`src/rtl/sram_ctrl.sv`:
```
// sram_ctrl: single-word read/write sequencer for a 16-bit asynchronous SRAM.
// Each access walks SETUP -> STROBE -> (LATCH, reads only) -> RECOVER -> IDLE.
// Every SRAM pin comes straight from a flop, so req_* never reaches sram_*
// combinationally. done is also registered and is high for the RECOVER cycle.
module sram_ctrl #(
    parameter int ADDR_W      = 22,
    parameter int DATA_W      = 16,
    parameter int WAIT_CYCLES = 1,
    parameter int READ_LAT    = 1
) (
    input  logic              clk,
    input  logic              rst,
    input  logic              req_valid,
    output logic              req_ready,
    input  logic              req_we,
    input  logic [ADDR_W-1:0] req_addr,
    input  logic [DATA_W-1:0] req_wdata,
    output logic              done,
    output logic [DATA_W-1:0] resp_rdata,
    output logic              sram_ce_n,
    output logic              sram_ce2,
    output logic              sram_we_n,
    output logic              sram_oe_n,
    output logic              sram_lb_n,
    output logic [ADDR_W-1:0] sram_addr,
    output logic [DATA_W-1:0] sram_wdata,
    input  logic [DATA_W-1:0] sram_rdata
);

    // The counter counts down from (length-1) to 0. It is shared by STROBE and LATCH.
    localparam int MAX_CNT = (WAIT_CYCLES > READ_LAT) ? WAIT_CYCLES : READ_LAT;
    localparam int CNT_W   = (MAX_CNT > 1) ? $clog2(MAX_CNT) : 1;
    localparam logic [CNT_W-1:0] STROBE_LOAD = CNT_W'(WAIT_CYCLES - 1);
    localparam logic [CNT_W-1:0] LATCH_LOAD  = CNT_W'(READ_LAT - 1);

    typedef enum logic [2:0] {
        IDLE,
        SETUP,
        STROBE,
        LATCH,
        RECOVER
    } state_t;

    state_t            state_q, state_d;
    logic [CNT_W-1:0]  cnt_q, cnt_d;
    logic              is_wr_q, is_wr_d;
    logic              ce_n_q, ce_n_d;
    logic              ce2_q, ce2_d;
    logic              we_n_q, we_n_d;
    logic              oe_n_q, oe_n_d;
    logic              lb_n_q, lb_n_d;
    logic              done_q, done_d;
    logic [ADDR_W-1:0] addr_q, addr_d;
    logic [DATA_W-1:0] wdata_q, wdata_d;
    logic [DATA_W-1:0] rdata_q, rdata_d;
    logic              accept;

    // Requests are accepted only in IDLE. They are also refused while reset is held.
    assign req_ready = (state_q == IDLE) && !rst;
    assign accept    = req_valid && req_ready;

    // Next-state and next-pin logic. The pin values are chosen for the state being entered.
    always_comb begin
        state_d = state_q;
        cnt_d   = cnt_q;
        is_wr_d = is_wr_q;
        ce_n_d  = ce_n_q;
        ce2_d   = ce2_q;
        we_n_d  = we_n_q;
        oe_n_d  = oe_n_q;
        lb_n_d  = lb_n_q;
        addr_d  = addr_q;
        wdata_d = wdata_q;
        rdata_d = rdata_q;
        done_d  = 1'b0;

        case (state_q)
            IDLE: begin
                if (accept) begin
                    // Latch the request once; later changes on req_* are ignored.
                    state_d = SETUP;
                    is_wr_d = req_we;
                    addr_d  = req_addr;
                    wdata_d = req_wdata;
                    ce_n_d  = 1'b0;
                    ce2_d   = 1'b1;
                    lb_n_d  = 1'b0;
                end
            end

            SETUP: begin
                // Address was stable for one cycle. Drop exactly one strobe now.
                state_d = STROBE;
                cnt_d   = STROBE_LOAD;
                if (is_wr_q) begin
                    we_n_d = 1'b0;
                end else begin
                    oe_n_d = 1'b0;
                end
            end

            STROBE: begin
                if (cnt_q == '0) begin
                    we_n_d = 1'b1;
                    oe_n_d = 1'b1;
                    if (is_wr_q) begin
                        state_d = RECOVER;
                        ce_n_d  = 1'b1;
                        ce2_d   = 1'b0;
                        lb_n_d  = 1'b1;
                        done_d  = 1'b1;
                    end else begin
                        state_d = LATCH;
                        cnt_d   = LATCH_LOAD;
                    end
                end else begin
                    cnt_d = cnt_q - CNT_W'(1);
                end
            end

            LATCH: begin
                // Chip stays enabled while the read data settles. Capture it on the last edge.
                if (cnt_q == '0) begin
                    state_d = RECOVER;
                    rdata_d = sram_rdata;
                    ce_n_d  = 1'b1;
                    ce2_d   = 1'b0;
                    lb_n_d  = 1'b1;
                    done_d  = 1'b1;
                end else begin
                    cnt_d = cnt_q - CNT_W'(1);
                end
            end

            RECOVER: begin
                state_d = IDLE;
            end

            default: begin
                state_d = IDLE;
                ce_n_d  = 1'b1;
                ce2_d   = 1'b0;
                we_n_d  = 1'b1;
                oe_n_d  = 1'b1;
                lb_n_d  = 1'b1;
            end
        endcase
    end

    // State and pin registers. Reset drops any in-flight access immediately.
    always_ff @(posedge clk) begin
        if (rst) begin
            state_q <= IDLE;
            cnt_q   <= '0;
            is_wr_q <= 1'b0;
            ce_n_q  <= 1'b1;
            ce2_q   <= 1'b0;
            we_n_q  <= 1'b1;
            oe_n_q  <= 1'b1;
            lb_n_q  <= 1'b1;
            done_q  <= 1'b0;
            addr_q  <= '0;
            wdata_q <= '0;
            rdata_q <= '0;
        end else begin
            state_q <= state_d;
            cnt_q   <= cnt_d;
            is_wr_q <= is_wr_d;
            ce_n_q  <= ce_n_d;
            ce2_q   <= ce2_d;
            we_n_q  <= we_n_d;
            oe_n_q  <= oe_n_d;
            lb_n_q  <= lb_n_d;
            done_q  <= done_d;
            addr_q  <= addr_d;
            wdata_q <= wdata_d;
            rdata_q <= rdata_d;
        end
    end

    assign done       = done_q;
    assign resp_rdata = rdata_q;
    assign sram_ce_n  = ce_n_q;
    assign sram_ce2   = ce2_q;
    assign sram_we_n  = we_n_q;
    assign sram_oe_n  = oe_n_q;
    assign sram_lb_n  = lb_n_q;
    assign sram_addr  = addr_q;
    assign sram_wdata = wdata_q;

endmodule

```
`config.mk`:
```
export PLATFORM = sky130hd
export DESIGN_NAME = sram_ctrl
export DESIGN_NICKNAME = d
export VERILOG_FILES = /design/src/rtl/sram_ctrl.sv
export SDC_FILE = /design/constraint.sdc
export NUM_CORES = 1
export LEC_CHECK = 0
export ABC_AREA = 0
export BUFFER_PORTS_ARGS = -buffer_cell sky130_fd_sc_hd__buf_2
export CORE_MARGIN = 4
export CORE_UTILIZATION = 45
export CTS_CLUSTER_DIAMETER = 50
export CTS_CLUSTER_SIZE = 24
export DETAILED_ROUTE_END_ITERATION = 8
export PLACE_DENSITY_LB_ADDON = 0.08
export SLEW_MARGIN = 30
export SYNTH_ARGS = -nofsm -noshare
export SYNTH_HDL_FRONTEND = slang
export SYNTH_SLANG_ARGS = --single-unit
```
`constraint.sdc`:
```
create_clock -name clk -period 2.07 [get_ports clk]
set_input_delay 0.207 -clock clk [delete_from_list [all_inputs] [get_ports clk]]
set_output_delay 0.207 -clock clk [all_outputs]
set_load 0.1 [all_outputs]
```
# == Yosys cells after proc, flatten, opt, wreduce, memory -nomap -nowiden ==
# Cells that the tools add are included.
# W data, S select, Z words.
# classes
n_addsub,1
eq_ne,10
mux,24
bitwise_logic,3
n_reduce_logical,14
# op_table
op,count
$mux W1,13
$mux W3,4
$ne A2 B2 Y1 const B,6
$pmux W3 S4,1
$reduce_and A3 Y1,3
$pmux W1 S4,2
$eq A3 B2 Y1 const B,2
$pmux W1 S3,2
$reduce_and A5 Y1,1
$pmux W1 S2,2
$reduce_and A2 Y1,2
$reduce_or A2 Y1,2
$eq A3 B1 Y1 const B,1
$eq A3 B3 Y1 const B,1
$logic_not A3 Y1,1
$not A1 Y1,3
$reduce_or A3 Y1,1
$logic_and A1 B1 Y1,2
$reduce_bool A2 Y1,1
$logic_not A1 Y1,1
$sub A1 B1 Y1 const B,1
# word_totals
register_bits,64
inputBits,58
out_inout_bits,61
wordCells,63

# == Logic depth before layout (Yosys ltp) ==
# Gate-level depths: netlist of run 1.
# depth
ltp_word,5
ltp_mapped,6
depth_no_buf,4

# == Least setup slack after synthesis of run 1 ==
# Ideal clock, no wire load.
# synth_timing
path_kind,register -> register
startpoint,reg state_q[1]
endpoint,reg addr_q[12] (netlist: sram_addr[12])
setup_time_ns,0.070
arrival_time_ns,1.526
required_ns,2.000
setup_slack_ns,0.473
stages_incl_launch_ff,7
n_path_buf,2
period_less_slack_ns,1.597
cell_sequence,dfxtp_1 buf_6 or4_4 clkinv_2 buf_6 nand3_1 a21oi_1
# synth_between
elab_chain_len,4
# synth_rtl
element,line_no,source
start: declaration,44,"state_t state_q, state_d;"
start signal: assignment,166,state_q <= state_d;
$logic_not A3 Y1,59,assign req_ready = (state_q == IDLE) && !rst;
$logic_and A1 B1 Y1,59,
net req_ready,14,"output logic req_ready,"
$logic_and A1 B1 Y1,60,assign accept = req_valid && req_ready;
$reduce_and A2 Y1 (no source line),--,
end signal: assignment,175,addr_q <= addr_d;
end: declaration,53,"logic [ADDR_W-1:0] addr_q, addr_d;"
# The timed path passes the listed nets, and every way through them passes these cells.
# A chain may end at the register's enable or synchronous reset.

# == Final worst setup path of run 1 ==
# layout_timing
startpoint,reg state_q[1]
endpoint,out req_ready
# layout_between
elab_chain_len,2
# layout_rtl
element,line_no
$logic_not A3 Y1,59
$logic_and A1 B1 Y1,59
end: declaration,14
# Every way passes these cells.

==> key figures, run 1 <==
Status
  • Status: finished, final reports clean

Floorplanning
  • Initial Util: a little under half
  • Die Y: roughly 80 um
  • CORE AREA: ~5100 um2
  • Die extent in x: 81.1 um
  • Cell Rows: 26
  • Die area: approximately 6600 um2
  • I/O pins: 119

Cells and area
  • N_diodes: 0
  • Layout cells sized above 1: 35.3%
  • Area taken by multi-input logic gates: approximately 950 um2
  • Area Growth Syn to Fin: 29.7%
  • Sequential cell area: about 1300 um2
  • Final instance area: approximately 3100 um2
  • Post-Layout Cell Count: between 400 and 500
  • Fill cell count: between 500 and 600
  • Nets@finish: 450
  • Fin util: 60.7%

Worst setup path
  • FF-to-FF End: sram_addr[3]$_SDFFE_PP0P_
  • CP Capture Type: output port
  • CP startpoint: state_q[1]$_SDFFE_PP0P_
  • Reg2Reg Setup Slack: 0.31 ns
  • Crit path max fanout: 22
  • Reg2reg start: state_q[1]$_SDFFE_PP0P_
  • Worst Path Required: about 1.9 ns
  • Reg2reg path depth: 5
  • Crit path capture: req_ready
  • Startpoint types: flip-flop
  • Critical Path AT: roughly 1.7 ns
  • WS Path Type: flip-flop to output port

Detailed routing
  • DR vias: approximately 2.4k
  • First drt pass iteration count: 4
  • Drc violations: 0
  • Antenna Nets Post-Route: 0
  • DR WL/cell: 13.5 um
  • Drt initial violations: 141
  • DR vias/cell: just over 5
  • Post-Route WL: about 6300 um

Synth
  • Synth warn: 0
  • Mapped Avg Cell Area: roughly 8.4 um2
  • Synthesized flop and latch total: 63
  • Most numerous cell in the Yosys netlist: dfxtp_1
  • Seq/Total Area, Yosys: 52.4%
  • Post-synth EDFFs: 0
  • Most frequent cells after synthesis: 63 x dfxtp_1, 59 x a21oi_1, 39 x nand3_1
  • Synthesized area: roughly 2400 um2
  • Ranking of synthesized cells by area: dfxtp_1 52%, a21oi_1 12%, nand3_1 8.1%
  • Post-synth top area share: about 52%
  • Async S/R FF share, synth: 0%
  • Largest area contributor in the netlist: dfxtp_1
  • Cell variety after synth: 28
  • Synth Instances: 288
  • Syn_nets: approximately 350
  • Primary FF master, synth: dfxtp_1

CTS
  • Clock sink total: between 60 and 70
  • Latest clock arrival within the worst-skew pair: 0.32 ns
  • CTS tree: yes
  • Post-CTS setup buffer count: 0
  • Clock slew at reported path FFs: ~0.07 ns
  • Post_cts resized: 0
  • CTS Buffer Depth: 2
  • H-Tree Depth: 3
  • Post-CTS Hold Buffers: 0
  • CTS Root Cell: clkbuf_8
  • Total CTS buffers: 9

Min path
  • Worst Hold Depth: 3
  • Hold Crit Class: primary input to flip-flop

Timing
  • Hold WS: 0.118 ns
  • Period utilisation layout: between 90% and 100%
  • Fin crit period: around 2.0 ns
  • Final hold vios: 0
  • Fmax achieved: around 500 MHz
  • RSZ-0062 raised after global routing: no
  • Post-route setup TNS: 0 ns
  • Max-Slew Margin vs Limit: around 56%
  • Final setup vio count: 0
  • Post-Route Skew: ~0.0094 ns
  • Slew @ Worst Pin: roughly 0.65 ns
  • Slew Limit Fails: 0

Place
  • RePlAce Congestion: slightly below 0.7
  • Post-DP Area: ~3000 um2
  • # port buffers: ~120
  • HPWL Detailed: between 4000 and 5000 um
  • Placed cells: roughly 450

Global route
  • Vias in the first global route: ~2.2k
  • Gr usage total: between 10% and 20%
  • Global-route wire length before repair: 9870 um
  • Routing usage on met3: ~6.0%
  • GR Util met2: around a third
  • Initial antenna violation count: 0
  • Gr busiest metal: met2
  • Pin count of the biggest net entering global routing: 64
  • GR Overflow Total: 0
  • M1 GR Usage: between 20% and 30%

Power
  • Pwr Density: 922 nW/um2
  • Leak: approximately 1.4 nW
  • Peak VDD IR: 0.000492 V

Job
  • Maxcap violations: 0
-- registers in the layout (all words and copies together) (netlist names) --
register,flops
sram_addr,22
done,1
sram_lb_n,1
is_wr_q,1
sram_we_n,1
sram_oe_n,1
state_q,3
resp_rdata,16
sram_wdata,16
sram_ce2,1
-- critical path, stage by stage, from the launching register on --
cell	delay (ns)
dfxtp_1	0.38
or4_4	0.55
clkinv_2	0.27
buf_12	0.22
-- final cells by class --
cell class,count,share of cell area (%)
Multi-Input combinational cell,191,30.6
Clock buffer,11,4.53
Inverter,3,0.401
Tap cell,70,2.81
Sequential cell,63,40.4
Timing Repair Buffer,124,20.9
Clock inverter,2,0.321
-- routing by layer --
metal  wire length [um]  up-vias
met1               2710     1100
li1                   -     1207
met5                  0        -
met3                515       12
met2               2930       81
met4                113        0
-- where the power goes --
group | leakage (nW) | internal [mW] | switching, mW | total, mW
Clock | 0.0809 | 0.443 | 0.417 | 0.860
Combinational | 0.779 | 0.147 | 0.570 | 0.717
Sequential | 0.512 | 1.27 | 0.0312 | 1.30
Total | 1.37 | 1.86 | 1.02 | 2.88
-- worst min path at each step --
stage,endpoint,startpoint,slack [ns]
2_1_floorplan,resp_rdata[0]$_SDFFE_PP0P_,sram_rdata[0],0.34
3_3_place_gp,resp_rdata[10]$_SDFFE_PP0P_,resp_rdata[10]$_SDFFE_PP0P_,0.44
3_5_place_dp,resp_rdata[9]$_SDFFE_PP0P_,resp_rdata[9]$_SDFFE_PP0P_,0.44
4_1_cts,resp_rdata[0]$_SDFFE_PP0P_,sram_rdata[0],0.10
5_1_grt,resp_rdata[0]$_SDFFE_PP0P_,sram_rdata[0],0.10
6_report,resp_rdata[4]$_SDFFE_PP0P_,sram_rdata[4],0.12
-- cells in the final DEF (no fill, tap or decap), types with 3 or more instances in the layout --
| cell | n |
|---|---|
| a21oi_1 | 59 |
| buf_2 | 117 |
| buf_4 | 6 |
| clkbuf_8 | 10 |
| clkinv_2 | 3 |
| dfxtp_1 | 63 |
| nand2_1 | 33 |
| nand2b_1 | 3 |
| nand3_1 | 39 |
| nor3_1 | 4 |
| o21ai_0 | 20 |
| o21ai_1 | 19 |
-- logic make-up (layout without fill, tap and decap cells) --
| group | count (synthesis) | after routing | share of synthesized area, % |
|---|---|---|---|
| flip-flops | 63 | 63 | 52.4 |
| AO/OA/AOI/OAI | 102 | 102 | 21.7 |
| multiplexers | 1 | 1 | 0.416 |
| buffers and inverters | 34 | 140 | 7.86 |
| AND/OR/NAND/NOR | 88 | 88 | 17.5 |
-- stage by stage --
stage | power [mW] | setup slack [ns]
5_1_grt | 3.00 | 0.0525
4_1_cts | 2.91 | 0.103
3_5_place_dp | 2.05 | 0.316
6_report | 2.88 | 0.119
3_3_place_gp | 2.04 | 0.362
2_1_floorplan | 1.91 | 0.473
Note: power is estimated with default switching activity, not from simulation.
==> run 2, diff against run 1 <==
- clock period: 2.07 -> 1.8 ns (I/O delays scaled with it)
==> key figures, run 2 (synthesis gave the netlist of run 1 again) <==
Status
  • Status: finished, final reports clean

Floorplanning
  • Die area: 6580 um2 (unchanged)
  • Die extent in x: 81.1 um (unchanged)
  • CORE AREA: 5140 um2 (unchanged)
  • Initial Util: 46.8% (unchanged)
  • Die Y: 81.1 um (unchanged)
  • I/O pins: 119 (unchanged)
  • Cell Rows: 26 (unchanged)

Timing
  • Post-route setup TNS: 0 ns (unchanged)
  • Post-Route Skew: 0.00794 ns (-0.00145 ns)
  • Max-Slew Margin vs Limit: 56.8% (+0.51 points)
  • Fin crit period: ~1.7 ns
  • Final hold vios: 0 (unchanged)
  • Final setup vio count: 0 (unchanged)
  • Period utilisation layout: between 90% and 100%
  • Fmax achieved: a little under 600 MHz
  • RSZ-0062 raised after global routing: no
  • Slew Limit Fails: 0 (unchanged)
  • Slew @ Worst Pin: 0.649 ns (-0.00566 ns)

Min path
  • Hold Crit Class: primary input to flip-flop
  • Hold Path Origin: sram_rdata[7]
  • Hold endpoint: resp_rdata[7]$_SDFFE_PP0P_
  • Worst Hold Depth: 3 (unchanged)

CTS
  • CTS Root Cell: clkbuf_8
  • CTS Buffer Depth: 2 (unchanged)
  • H-Tree Depth: 3 (unchanged)
  • Post_cts resized: 0 (unchanged)
  • Clock slew at reported path FFs: 0.07 ns (about the same)
  • Clock sink total: 63 (unchanged)
  • Post-CTS setup buffer count: 0 (unchanged)
  • CTS tree: yes
  • Total CTS buffers: 9 (unchanged)
  • Latest clock arrival within the worst-skew pair: 0.32 ns (about the same)
  • Post-CTS Hold Buffers: 0 (unchanged)

Detailed routing
  • DR vias/cell: 4.99 (-3.5%)
  • Drt initial violations: 119 (-16%)
  • First drt pass iteration count: 4 (unchanged)
  • DR WL/cell: 13.2 um (-2.4%)
  • Antenna Nets Post-Route: 0 (unchanged)
  • Drc violations: 0 (unchanged)
  • DR vias: 2342 (-2.4%)
  • Post-Route WL: 6190 um (-1.4%)

Global route
  • Global-route wire length before repair: 9830 um (-0.49%)
  • GR Overflow Total: 0 (unchanged)
  • Vias in the first global route: 2192 (-1.9%)
  • M1 GR Usage: 23.9% (+1.1 points)
  • GR Util met2: 30.0% (-1.5 points)
  • Initial antenna violation count: 0 (unchanged)
  • Gr usage total: 19.2% (+0.14 points)
  • Routing usage on met3: 6.32% (+0.33 points)
  • Gr busiest metal: met2
  • Pin count of the biggest net entering global routing: 64 (unchanged)

Worst setup path
  • Top cell family by delay on the critical path: simple AND/OR/NAND/NOR gates
  • Reg2Reg Setup Slack: 0.18 ns (-0.13 ns)
  • Crit path max fanout: 14 (-36%)
  • CP bufs+invs: 2 (unchanged)
  • Worst path max stage delay: 0.56 ns (about the same)
  • FF-to-FF End: sram_wdata[12]$_SDFFE_PP0P_
  • Startpoint types: flip-flop
  • Critical Path AT: 1.54 ns (-0.20 ns)
  • Reg2reg path depth: 4 (-1)
  • Worst Path Required: 1.62 ns (-0.24 ns)
  • CP Capture Type: output port
  • WS Path Type: flip-flop to output port
  • Crit-path slowest cell: or4_4
  • Reg2reg start: state_q[0]$_SDFFE_PP0P_
  • Crit-path cells: or4_4, inv_6, buf_12

Cells and area
  • Most frequent cells in the layout: 117 x buf_2, 63 x dfxtp_1, 59 x a21oi_1, 39 x nand3_1, 33 x nand2_1
  • Area Growth Syn to Fin: 32.6%
  • N_diodes: 0 (unchanged)
  • Layout cells sized above 1: 35.8% (+0.56 points)
  • Nets@finish: 454 (+0.89%)
  • Largest register FFs: 22 (unchanged)
  • Fin util: 62.0% (+1.4 points)
  • Commonest non-fill, non-tap cell in the layout: buf_2

Power
  • Peak VDD IR: 0.000594 V (+21%)
  • Leak: 1.40 nW (+2.3%)
  • Power Total: 3.38 mW (+18%)
  • Pwr Density: 1060 nW/um2 (+15%)

Place
  • HPWL Detailed: 4140 um (+1.3%)
  • RePlAce Congestion: 0.687 (-1.2%)
  • # port buffers: 118 (unchanged)

Job
  • Maxcap violations: 0 (unchanged)
[run 2: cell types whose count changed in the layout (fill, tap and decap cells not counted), sizes merged]
cell,delta
buf,+4
clkbuf,+2
clkinv,-2
inv,+1
[run 2: where the power goes]
part | internal, mW | switching, mW | leakage, nW
sequential | 1.46 | 0.0309 | 0.512
clock | 0.559 | 0.478 | 0.0854
combinational | 0.189 | 0.665 | 0.807
total | 2.21 | 1.17 | 1.40
[run 2: metal layers]
| layer | routed length, um | part of all wire [%] |
|---|---|---|
| met5 | 0 | 0 |
| met4 | 77 | 1.2 |
| met3 | 481 | 7.8 |
| met2 | 2860 | 46 |
| met1 | 2770 | 45 |
[run 2: worst max path at each step]
stage,start,cells after the start,endpoint
after floorplan,state_q[1]$_SDFFE_PP0P_,6,sram_addr[12]$_SDFFE_PP0P_
after global placement,state_q[0]$_SDFFE_PP0P_,4,sram_lb_n$_SDFFE_PP1P_
after detailed placement,state_q[0]$_SDFFE_PP0P_,4,sram_wdata[12]$_SDFFE_PP0P_
after CTS,state_q[0]$_SDFFE_PP0P_,3,req_ready
after global routing,state_q[0]$_SDFFE_PP0P_,3,req_ready
final,state_q[0]$_SDFFE_PP0P_,3,req_ready
[run 2: area by class of cell]
| type | instances | area (um2) |
|---|---|---|
| Clock buffer | 13 | 159 |
| Clock inverter | 1 | 5.00 |
| Fill cell | 491 | 1950 |
| Inverter | 3 | 16.3 |
| Multi-Input combinational cell | 191 | 955 |
| Sequential cell | 63 | 1260 |
| Tap cell | 70 | 87.6 |
| Timing Repair Buffer | 128 | 706 |
[run 2: stage by stage]
| stage | instance area [um2] | worst slack [ns] | hold slack [ns] | std cells |
|---|---|---|---|---|
| after detailed placement | 3020 | 0.225 | 0.427 | 455 |
| after CTS | 3190 | 0.00925 | 0.0737 | 469 |
| after floorplan | 2400 | 0.203 | 0.316 | 288 |
| after global routing | 3190 | 0.0335 | 0.0785 | 469 |
| after global placement | 3020 | 0.270 | 0.420 | 455 |
| final | 3190 | 0.0831 | 0.0898 | 469 |
[run 2: worst register-to-register path, stage by stage (launching register included)]
cell     delay (ns)
dfxtp_1        0.31
or4_4          0.56
buf_4          0.27
o21ai_0        0.24
a21oi_1        0.09
==> run 3, diff against run 2 <==
- CORE_ASPECT_RATIO: not set -> 0.7
- MAX_ROUTING_LAYER: not set -> met4
==> key figures, run 3 (synthesis gave the netlist of run 1 again) <==
Status
  • Status: finished, final reports clean

Cells and area
  • Commonest non-fill, non-tap cell in the layout: buf_2
  • Fill cell count: 452 (-7.9%)
  • Area taken by multi-input logic gates: 955 um2 (unchanged)
  • Layout cells sized above 1: 35.3% (-0.50 points)
  • Post-Layout Cell Count: 468 (-0.21%)
  • Area Growth Syn to Fin: 31.5%
  • Most frequent cells in the layout: 117 x buf_2, 63 x dfxtp_1, 59 x a21oi_1, 39 x nand3_1, 33 x nand2_1
  • Nets@finish: 453 (-0.22%)
  • Sequential cell area: 1260 um2 (unchanged)
  • N_diodes: 0 (unchanged)
  • Largest register FFs: 22 (unchanged)

Worst setup path
  • Critical Path AT: 1.56 ns (+0.02 ns)
  • Crit-path slowest cell: or4_4
  • Worst path max stage delay: 0.58 ns (+0.02 ns)
  • Worst Path Required: 1.62 ns (about the same)
  • WS Path Type: flip-flop to output port
  • CP Capture Type: output port
  • Reg2reg path depth: 5 (+1)
  • Startpoint types: flip-flop
  • Crit-path cells: or4_4, clkinv_4, buf_12
  • Crit path max fanout: 13 (-1)

CTS
  • CTS tree: yes
  • CTS Root Cell: clkbuf_8
  • Latest clock arrival within the worst-skew pair: 0.33 ns (about the same)
  • Clock sink total: 63 (unchanged)
  • CTS Buffer Depth: 2 (unchanged)
  • H-Tree Depth: 3 (unchanged)
  • Clock slew at reported path FFs: 0.06 ns (about the same)
  • Total CTS buffers: 9 (unchanged)

Job
  • Maxcap violations: 0 (unchanged)

Floorplanning
  • Initial Util: 48.4% (+1.6 points)
  • I/O pins: 119 (unchanged)
  • Die area: 6600 um2 (+0.29%)
  • Die Y: 69.2 um (-15%)
  • CORE AREA: 4970 um2 (-3.4%)
  • Die extent in x: 95.4 um (+18%)
  • Cell Rows: 21 (-19%)

Place
  • # port buffers: 118 (unchanged)
  • RePlAce Congestion: 0.762 (+11%)
  • HPWL Detailed: 4210 um (+1.6%)
  • Placed cells: 454 (-0.22%)

Global route
  • Initial antenna violation count: 0 (unchanged)
  • Pin count of the biggest net entering global routing: 64 (unchanged)
  • Gr usage total: 19.7% (+0.45 points)
  • GR Overflow Total: 0 (unchanged)
  • Global-route wire length before repair: 10100 um (+2.5%)
  • Vias in the first global route: 2221 (+1.3%)

Power
  • Peak VDD IR: 0.000613 V (+3.3%)
  • Pwr Density: 1060 nW/um2 (+0.12%)
  • Leak: 1.39 nW (-0.96%)
  • Power Total: 3.35 mW (-0.74%)

Timing
  • Fmax achieved: 576 MHz (-1.1%)
  • Hold WS: 0.0835 ns (-0.00634 ns)
  • Max-Slew Margin vs Limit: 56.6% (-0.11 points)
  • Final hold vios: 0 (unchanged)
  • Post-route setup TNS: 0 ns (unchanged)
  • Fin crit period: 1.74 ns (+0.0185 ns)
  • Slew Limit Fails: 0 (unchanged)
  • RSZ-0062 raised after global routing: no
  • Period utilisation layout: 96.4% (+1.0 points)
  • Final setup vio count: 0 (unchanged)
  • Slew @ Worst Pin: 0.648 ns (-0.000242 ns)
  • Post-Route Skew: 0.00528 ns (-0.00266 ns)

Detailed routing
  • Post-Route WL: 6310 um (+2.0%)
  • DR vias: 2393 (+2.2%)
  • First drt pass iteration count: 4 (unchanged)
  • DR WL/cell: 13.5 um (+2.2%)
  • Drt initial violations: 73 (-39%)
  • DR vias/cell: 5.11 (+2.4%)
  • Antenna Nets Post-Route: 0 (unchanged)
  • Drc violations: 0 (unchanged)

Min path
  • Hold Crit Class: primary input to flip-flop
  • Worst Hold Depth: 3 (unchanged)
==> run 3: layout make-up <==
cell class                 instances  share of cell area, %
tap                               69                   2.73
inverter                           3                  0.514
clock buffer                      14                   4.83
clock inverter                     1                  0.158
multi-input combinational        191                   30.2
sequential                        63                   39.9
timing repair buffer             127                   21.7
==> run 3: per-layer routing <==
| layer | track usage [%] | wire, um |
|---|---|---|
| met5 | - | 0 |
| met4 | 7.89 | 121 |
| met3 | 6.30 | 535 |
| met2 | 29.7 | 2710 |
| met1 | 24.3 | 2940 |
==> run 3: final timing paths <==
path / startpoint / endpoint / slack [ns]
setup / recovery: state_q[0]$_SDFFE_PP0P_ / req_ready / 0.06
hold / removal: sram_rdata[2] / resp_rdata[2]$_SDFFE_PP0P_ / 0.08
setup reg to reg: state_q[0]$_SDFFE_PP0P_ / sram_addr[6]$_SDFFE_PP0P_ / 0.25
hold reg to reg: resp_rdata[10]$_SDFFE_PP0P_ / resp_rdata[10]$_SDFFE_PP0P_ / 0.45
==> run 3: per-stage QoR <==
stage	utilization [%]	worst slack, ns	instance area [um2]
2_1_floorplan	-	0.203	2400
3_3_place_gp	60.6	0.295	3010
3_5_place_dp	60.6	0.273	3010
4_1_cts	63.7	0.0419	3160
5_1_grt	63.7	0.0143	3160
6_report	63.7	0.0646	3160
==> run 3: what timing repair did <==
item                       in CTS  in global routing
gates resized for setup         1                  0
buffers inserted                0                  0
hold buffers                    0                  0
setup endpoints to repair       1                  0
==> run 3: report_power, final <==
group,leakage [nW],internal (mW),switching (mW)
Sequential,0.512,1.46,0.0310
Combinational,0.798,0.183,0.666
Clock,0.0805,0.530,0.487
==> run 3: critical path, delay by kind of cell, from the launching register on <==
kind,cells,cell delay (ns)
simple gates,1,0.58
buf+inv,2,0.32
flops,1,0.31
